### src/rtl/memwb_pkg.sv
// MEM/WB shared types: payload bundle and skid buffer state.
// Optional MEMWB_FWD_EN adds an execute-stage bypass port on memwb_pipe.
package memwb_pkg;

  localparam int MEMWB_DATA_W   = 32;
  localparam int MEMWB_REG_W    = 5;
  localparam int MEMWB_THREAD_W = 2;

  typedef struct packed {
    logic [MEMWB_DATA_W-1:0]   alu;
    logic [MEMWB_DATA_W-1:0]   lmd;
    logic [MEMWB_REG_W-1:0]    reg_dst;
    logic                      mem_write;
    logic                      alu_write;
    logic [MEMWB_THREAD_W-1:0] tid;
  } memwb_payload_t;

  typedef enum logic [1:0] {
    EMPTY,
    ONE,
    FULL
  } state_t;

endpackage

### src/rtl/memwb_skid.sv
// Generic 2-entry skid buffer; entries whose low KW bits match
// flush_key are killed after the cycle's retire/accept.
module memwb_skid
  import memwb_pkg::*;
#(
  parameter int W  = 8,
  parameter int KW = 2
) (
  input  logic          clk,
  input  logic          rst,
  input  logic          in_valid,
  output logic          in_ready,
  input  logic [W-1:0]  in_data,
  output logic          out_valid,
  input  logic          out_ready,
  output logic [W-1:0]  out_data,
  input  logic          flush,
  input  logic [KW-1:0] flush_key
);

  state_t       state;
  state_t       nstate;
  logic [W-1:0] skid_data;
  logic [W-1:0] nout;
  logic [W-1:0] nskid;

  logic retire;
  logic accept;
  logic kill_out;
  logic kill_skid;
  logic kill_in;
  logic keep_out;
  logic keep_skid;
  logic take_in;

  assign out_valid = (state != EMPTY);
  assign retire    = out_valid && out_ready;
  assign accept    = in_valid && in_ready;

  assign kill_out  = flush && (out_data[KW-1:0] == flush_key);
  assign kill_skid = flush && (skid_data[KW-1:0] == flush_key);
  assign kill_in   = flush && (in_data[KW-1:0] == flush_key);

  assign keep_out  = out_valid && !retire && !kill_out;
  assign keep_skid = (state == FULL) && !kill_skid;
  assign take_in   = accept && !kill_in;

  // Survivors fill OUT first, then SKID, in arrival order.
  always_comb begin
    nstate = EMPTY;
    nout   = out_data;
    nskid  = skid_data;
    if (keep_out) begin
      nstate = ONE;
      if (keep_skid) begin
        nstate = FULL;
      end else if (take_in) begin
        nstate = FULL;
        nskid  = in_data;
      end
    end else if (keep_skid) begin
      nstate = ONE;
      nout   = skid_data;
      if (take_in) begin
        nstate = FULL;
        nskid  = in_data;
      end
    end else if (take_in) begin
      nstate = ONE;
      nout   = in_data;
    end
  end

  always_ff @(posedge clk) begin
    if (rst) begin
      state     <= EMPTY;
      in_ready  <= 1'b1;
      out_data  <= '0;
      skid_data <= '0;
    end else begin
      state     <= nstate;
      in_ready  <= (nstate != FULL);
      out_data  <= nout;
      skid_data <= nskid;
    end
  end

endmodule

### src/rtl/memwb_pipe.sv
// MEM/WB stage: handshake + skid buffer with per-thread flush.
// Define MEMWB_FWD_EN for the fwd_* bypass outputs.
module memwb_pipe
  import memwb_pkg::*;
#(
  parameter int DATA_W   = MEMWB_DATA_W,
  parameter int REG_W    = MEMWB_REG_W,
  parameter int THREAD_W = MEMWB_THREAD_W
) (
  input  logic                clk,
  input  logic                rst,
  input  logic                in_valid_i,
  output logic                in_ready_o,
  input  logic [DATA_W-1:0]   alu_i,
  input  logic [DATA_W-1:0]   lmd_i,
  input  logic [REG_W-1:0]    reg_dst_i,
  input  logic                mem_write_i,
  input  logic                alu_write_i,
  input  logic [THREAD_W-1:0] tid_i,
  input  logic                flush_i,
  input  logic [THREAD_W-1:0] flush_tid_i,
  output logic                out_valid_o,
  input  logic                out_ready_i,
  output logic [DATA_W-1:0]   alu_o,
  output logic [DATA_W-1:0]   lmd_o,
  output logic [REG_W-1:0]    reg_dst_o,
  output logic                mem_write_o,
  output logic                alu_write_o,
  output logic [THREAD_W-1:0] tid_o
`ifdef MEMWB_FWD_EN
  ,
  output logic                fwd_valid_o,
  output logic [REG_W-1:0]    fwd_reg_o,
  output logic [DATA_W-1:0]   fwd_data_o
`endif
);

  localparam int PW = 2 * DATA_W + REG_W + 2 + THREAD_W;

  logic [PW-1:0] in_data;
  logic [PW-1:0] out_data;

  // tid sits in the low bits so the skid buffer can key flushes on it.
  assign in_data = {alu_i, lmd_i, reg_dst_i,
                    mem_write_i, alu_write_i, tid_i};

  assign {alu_o, lmd_o, reg_dst_o,
          mem_write_o, alu_write_o, tid_o} = out_data;

  memwb_skid #(
    .W  (PW),
    .KW (THREAD_W)
  ) u_skid (
    .clk       (clk),
    .rst       (rst),
    .in_valid  (in_valid_i),
    .in_ready  (in_ready_o),
    .in_data   (in_data),
    .out_valid (out_valid_o),
    .out_ready (out_ready_i),
    .out_data  (out_data),
    .flush     (flush_i),
    .flush_key (flush_tid_i)
  );

`ifdef MEMWB_FWD_EN
  assign fwd_valid_o = out_valid_o && (mem_write_o || alu_write_o);
  assign fwd_reg_o   = reg_dst_o;
  assign fwd_data_o  = mem_write_o ? lmd_o : alu_o;
`endif

endmodule
### config.mk
export PLATFORM = sky130hd
export DESIGN_NAME = memwb_pipe
export DESIGN_NICKNAME = d
export VERILOG_FILES = /design/src/rtl/memwb_pkg.sv /design/src/rtl/memwb_skid.sv /design/src/rtl/memwb_pipe.sv
export SDC_FILE = /design/constraint.sdc
export NUM_CORES = 1
export LEC_CHECK = 0
export CAP_MARGIN = 20
export CORE_MARGIN = 4
export CORE_UTILIZATION = 52
export CTS_BUF_LIST = sky130_fd_sc_hd__clkbuf_16
export CTS_CLUSTER_DIAMETER = 40
export DETAILED_ROUTE_END_ITERATION = 8
export HOLD_SLACK_MARGIN = 0.02
export PLACE_DENSITY = 0.83
export SYNTH_ARGS = -nofsm -noshare
export SYNTH_HDL_FRONTEND = slang
export SYNTH_SLANG_ARGS = --single-unit
### constraint.sdc
create_clock -name clk -period 6.5 [get_ports clk]
set_clock_uncertainty 0.05 [all_clocks]
set_input_delay 0.65 -clock clk [delete_from_list [all_inputs] [get_ports clk]]
set_output_delay 0.65 -clock clk [all_outputs]
set_load 0.05 [all_outputs]
After elaboration in Yosys (flattened, before gate mapping)

Cells that the tools add are included.

Bits in registers: 149
Input port bits: 80
Output and inout port bits: 75
Word-level logic and storage cells: 40

Equality and inequality tests: 6
Mux-type cells: 11
Bitwise gates (word level): 1
Reduce and logical (&&, ||, !) cells: 18

Operators with widths:

| operator                                      | count |
|---|---|
| two-way mux 73 bit                            | 6 |
| logical AND 1 bit                             | 9 |
| two-way mux 2 bit                             | 4 |
| == test 2 bit                                 | 3 |
| nonzero test 2 bit                            | 3 |
| zero test 1 bit                               | 4 |
| inequality test 2 bit (second input constant) | 2 |
| AND reduction 2 bit                           | 2 |
| == test 2 bit (second input constant)         | 1 |
| two-way mux 1 bit                             | 1 |
| inverter 1 bit                                | 1 |

Depth between registers and ports, before layout

Depth in word-level cells: 8
Gate-level depth with buffers: 11
Gate-level depth less buffers: 8

Worst setup path before layout

OpenSTA, ideal clock, no wires.

Path type: input port to flip-flop
Start point: in flush_tid_i[1]
End point: reg u_skid.out_data[0]
Library setup time: 0.086 ns
Arrival time: 2.790 ns
Required time: 6.364 ns
Setup slack: 3.574 ns
Stages on the path: 11
Buffers on the path: 4
Path through: xnor2_1 a311oi_2 buf_2 buf_4 inv_2 ha_1 nor2_1 clkbuf_1 clkbuf_1 nor2_1 a211oi_1

Word-level cells in the longest chain between the ends: 6
Elaborated cells on any way between the ends: 16
Those cells by class: eq/ne (3); mux (1); bitwise (1); reduce/logical (11)

RTL lines:

| what                                                                         | RTL line                                             | source |
|---|---|---|
| from (decl)                                                                  | memwb_pipe.sv:21                                     | `input logic [THREAD_W-1:0] flush_tid_i,` |
| == test 2 bit, on equally long branches                                      | memwb_skid.sv:42, memwb_skid.sv:40, memwb_skid.sv:41 |  |
| logical AND 1 bit, on equally long branches                                  | memwb_skid.sv:42, memwb_skid.sv:40, memwb_skid.sv:41 |  |
| zero test 1 bit, on equally long branches                                    | memwb_skid.sv:46, memwb_skid.sv:44, memwb_skid.sv:45 |  |
| logical AND 1 bit, on equally long branches                                  | memwb_skid.sv:46, memwb_skid.sv:44, memwb_skid.sv:45 |  |
| nonzero test 2 bit (no source line) / inverter 1 bit (equally long branches) | n/a                                                  |  |
| AND reduction 2 bit (no source line)                                         | n/a                                                  |  |
| to (signal assigned)                                                         | memwb_skid.sv:83                                     | `out_data <= nout;` |
| to (decl)                                                                    | memwb_skid.sv:16                                     | `output logic [W-1:0] out_data,` |

Parallel ways exist; a longest one is shown, timed or not.
A chain may end at the register's enable or synchronous reset.

Worst setup path in the final report

Start point: in flush_tid_i[1]
End point: reg u_skid.skid_data[55]

Word-level cells in the longest chain between the ends: 7
Elaborated cells on any way between the ends: 19
Those cells by class: eq/ne (4); mux (4); reduce/logical (11)

RTL lines:

| what                                         | RTL line         | source |
|---|---|---|
| == test 2 bit                                | memwb_skid.sv:42 | `assign kill_in = flush && (in_data[KW-1:0] == flush_key);` |
| logical AND 1 bit                            | memwb_skid.sv:42 |  |
| zero test 1 bit                              | memwb_skid.sv:46 | `assign take_in = accept && !kill_in;` |
| logical AND 1 bit                            | memwb_skid.sv:46 |  |
| two-way mux 73 bit                           | n/a              |  |
| two-way mux 73 bit, on equally long branches | n/a              |  |
| two-way mux 73 bit                           | memwb_skid.sv:53 | `if (keep_out) begin` |
| to (signal assigned)                         | memwb_skid.sv:84 | `skid_data <= nskid;` |
| to (decl)                                    | memwb_skid.sv:23 | `logic [W-1:0] skid_data;` |

Parallel ways exist; a longest one is shown, timed or not. The select of a mux whose other input is x is not followed.

==> results.tsv <==
stage	metric	value	unit
setup_path	end_kind	register	
synthesis	syn-cell-area	6690	um2
cts	cts_buffers	17	
floorplanning	std_cell_rows	41	
drt	wl	15.2	mm
cts	clk_pin_slew	0.06	ns
setup_path	critPathLaunch	flush_tid_i[1]	
floorplanning	die_w	121	um
cts	cts_max_level	4	
global_routing	grt_max_degree	122	
cells_and_area	final_common_cell	clkdlybuf4s50_1	
cts	cts.hold.buffers_added	0	
timing	fmax	276	MHz
setup_path	worstPathArrival	3.89	ns
pwr	power_density	304	nW/um2
setup_path	reg2reg_depth	7	
drt	wl_per_cell	15.6	um
synthesis	syn_inst	671	
timing	worst_slew_pin_slew	1.14	ns
timing	holdWs	0.424	ns
setup_path	crit_type	in -> reg	
cts	clock_latency	0.41	ns
setup_path	critPathMaxFanout	63	
timing	rsz0062_at_grt	no	
drt	drt-initial-drc-count	270	
floorplanning	coreArea	12600	um2
job	drv_cap	0	
floorplanning	die_area	14700	um2
pwr	peakVddDrop	0.183	mV
pwr	total_leakage_power	3.03	nW
pwr	clock_power_share	36.5	%
synthesis	ys_seq_area_share	44.6	%
run_status	status	finished clean	
cells_and_area	final_cell_mix	153 x clkdlybuf4s50_1, 149 x dfxtp_1, 147 x mux2i_1	
floorplanning	num_io_pins	155	
synthesis	yosys.area.top_type	dfxtp_1	
placed_design	gp_congestion	0.759	
synthesis	synth_top_cell_area_share	44.6	%
hold_path	hold_end	u_skid.skid_data[38]$_SDFFE_PP0P_	
timing	slew_viol_final	0	
cells_and_area	n_antenna_cell	0	
pwr	pwr-share-seq	38.9	%
floorplanning	die_y	121	um
timing	fin_setup_tns	0	ns
pwr	switching_share	30.0	%
synthesis	synth.area.top_cells	dfxtp_1 45%, mux2i_1 22%, nand2b_1 14%, a211oi_1 8.3%, nor2_1 4.4%	
cts	root_buffer	clkbuf_16	
timing	relSlewSlack	23.9	%
setup_path	cp-start-kind	primary input	
cells_and_area	nets	878	
cts	postCtsSetupBuffers	0	
timing	setup_viol	0	
global_routing	antenna_found_initial	0	
placed_design	dp_hpwl	10.0	mm
synthesis	ys_ff_latch	149	
placed_design	io_buffers	154	
pwr	p_switching	0.809	mW
synthesis	syn_avg_cell_area	9.97	um2
synthesis	ys_warn_count	0	
cts	cts_tree	built	
global_routing	grt_use_total	20.8	%
drt	ant_nets	0	
hold_path	hold_depth	2	
drt	vias	5146	
setup_path	r2r_end	u_skid.skid_data[55]$_SDFFE_PP0P_	
pwr	internal_power	1.89	mW
global_routing	grt_pass1_wl	24.7	mm
cts	clock_sinks	149	
cells_and_area	drive_above_1_share	4.70	%
setup_path	r2r-start	u_skid.skid_data[1]$_SDFFE_PP0P_	
timing	period_share	55.6	%
timing	hold_viol	0	
global_routing	grt_pass1_vias	5223	
floorplanning	start_util	53.0	%
drt	vias_per_cell	5.25	
hold_path	holdCritStartpoint	u_skid.skid_data[38]$_SDFFE_PP0P_	
drt	route.detailed.drc	0	
cts	cts_resized	0	
timing	fin_crit	3.62	ns
hold_path	hold_path.class	reg -> reg	
setup_path	rrSetupSlack	3.33	ns
setup_path	required	6.78	ns
pwr	combPwrFrac	24.6	%
drt	drtPass1Iterations	4	
cts	cts.path.max_buffers	2	
synthesis	synth_nets	754	
global_routing	grt-ovfl-total	0	
cells_and_area	area_growth	32.3	%
synthesis	synth_cell_types	21	
-- power groups by stage --
stage	clock, mW	combinational, mW	sequential, mW
global route	1.04	0.705	1.06
floorplan	0	0.243	1.26
global placement	0	0.644	1.06
detailed placement	0	0.660	1.06
CTS	1.00	0.664	1.05
finish	0.984	0.663	1.05
-- how the worst max path moves through the flow --
stage                     slack (ns)                                end  cells after the start
after floorplan                 3.57    u_skid.out_data[0]$_SDFFE_PP0P_                     11
after global placement          2.46   u_skid.out_data[21]$_SDFFE_PP0P_                     10
after detailed placement        2.30   u_skid.out_data[37]$_SDFFE_PP0P_                     10
after CTS                       2.64   u_skid.out_data[31]$_SDFFE_PP0P_                     10
after global routing            2.75  u_skid.skid_data[58]$_SDFFE_PP0P_                      8
final                           2.88  u_skid.skid_data[55]$_SDFFE_PP0P_                      8
-- metrics by stage --
step / util, % / instances / setup WS, ns / instance area (um2) / power (mW)
2_1_floorplan: - / 671 / 3.57 / 6690 / 1.50
3_3_place_gp: 65.2 / 947 / 2.46 / 8230 / 1.71
3_5_place_dp: 65.2 / 947 / 2.30 / 8230 / 1.72
4_1_cts: 70.0 / 979 / 2.64 / 8830 / 2.71
5_1_grt: 70.1 / 980 / 2.75 / 8850 / 2.80
6_report: 70.1 / 980 / 2.88 / 8850 / 2.69
-- per-layer routing --
layer | GRT usage [%] | wire length, um
met3 | 6.53 | 849
met2 | 34.9 | 7550
met5 | 0 | 0
met4 | 7.98 | 230
met1 | 24.8 | 6620
-- logic make-up after synthesis --
logic type      share of synthesized area [%]
compound gates                           9.00
fa+ha+maj                               0.561
xor+xnor                                0.916
buf+inv                                  4.40
flops                                    44.6
mux                                      22.0
simple gates                             18.6
-- sequential cells by signal (all words and copies together), names as in the netlist --
signal and count:
u_skid.in_ready 1, u_skid.out_data 73, u_skid.skid_data 73, u_skid.state 2
-- area by class of cell --
type                       count  area (um2)
fill                         983        3770
multi-input combinational    463        3430
sequential                   149        2980
timing repair buffer         160        1610
clock buffer                  17         425
tap                          172         215
clock inverter                15         170
inverter                       4        15.0
-- Yosys cell counts --
master	n
ha_1	3
xnor2_1	7
nor2_4	1
a311oi_2	1
buf_2	4
buf_4	4
buf_1	2
a311oi_4	1
clkbuf_1	38
a211oi_1	74
nand2b_1	146
mux2i_1	147
buf_6	7
inv_2	1
a21oi_1	1
inv_1	3
nor3b_1	1
nand3_1	2
or2_1	1
dfxtp_1	149
nor2_1	78
-- critical path, cell delays in order --
cell,delay (ns)
clkdlybuf4s50_1,0.50
xnor2_1,0.20
a311oi_4,0.29
buf_4,0.41
xnor2_1,0.18
nor2_4,0.37
buf_4,0.92
mux2i_1,0.28
(Power assumes the default switching activity.)
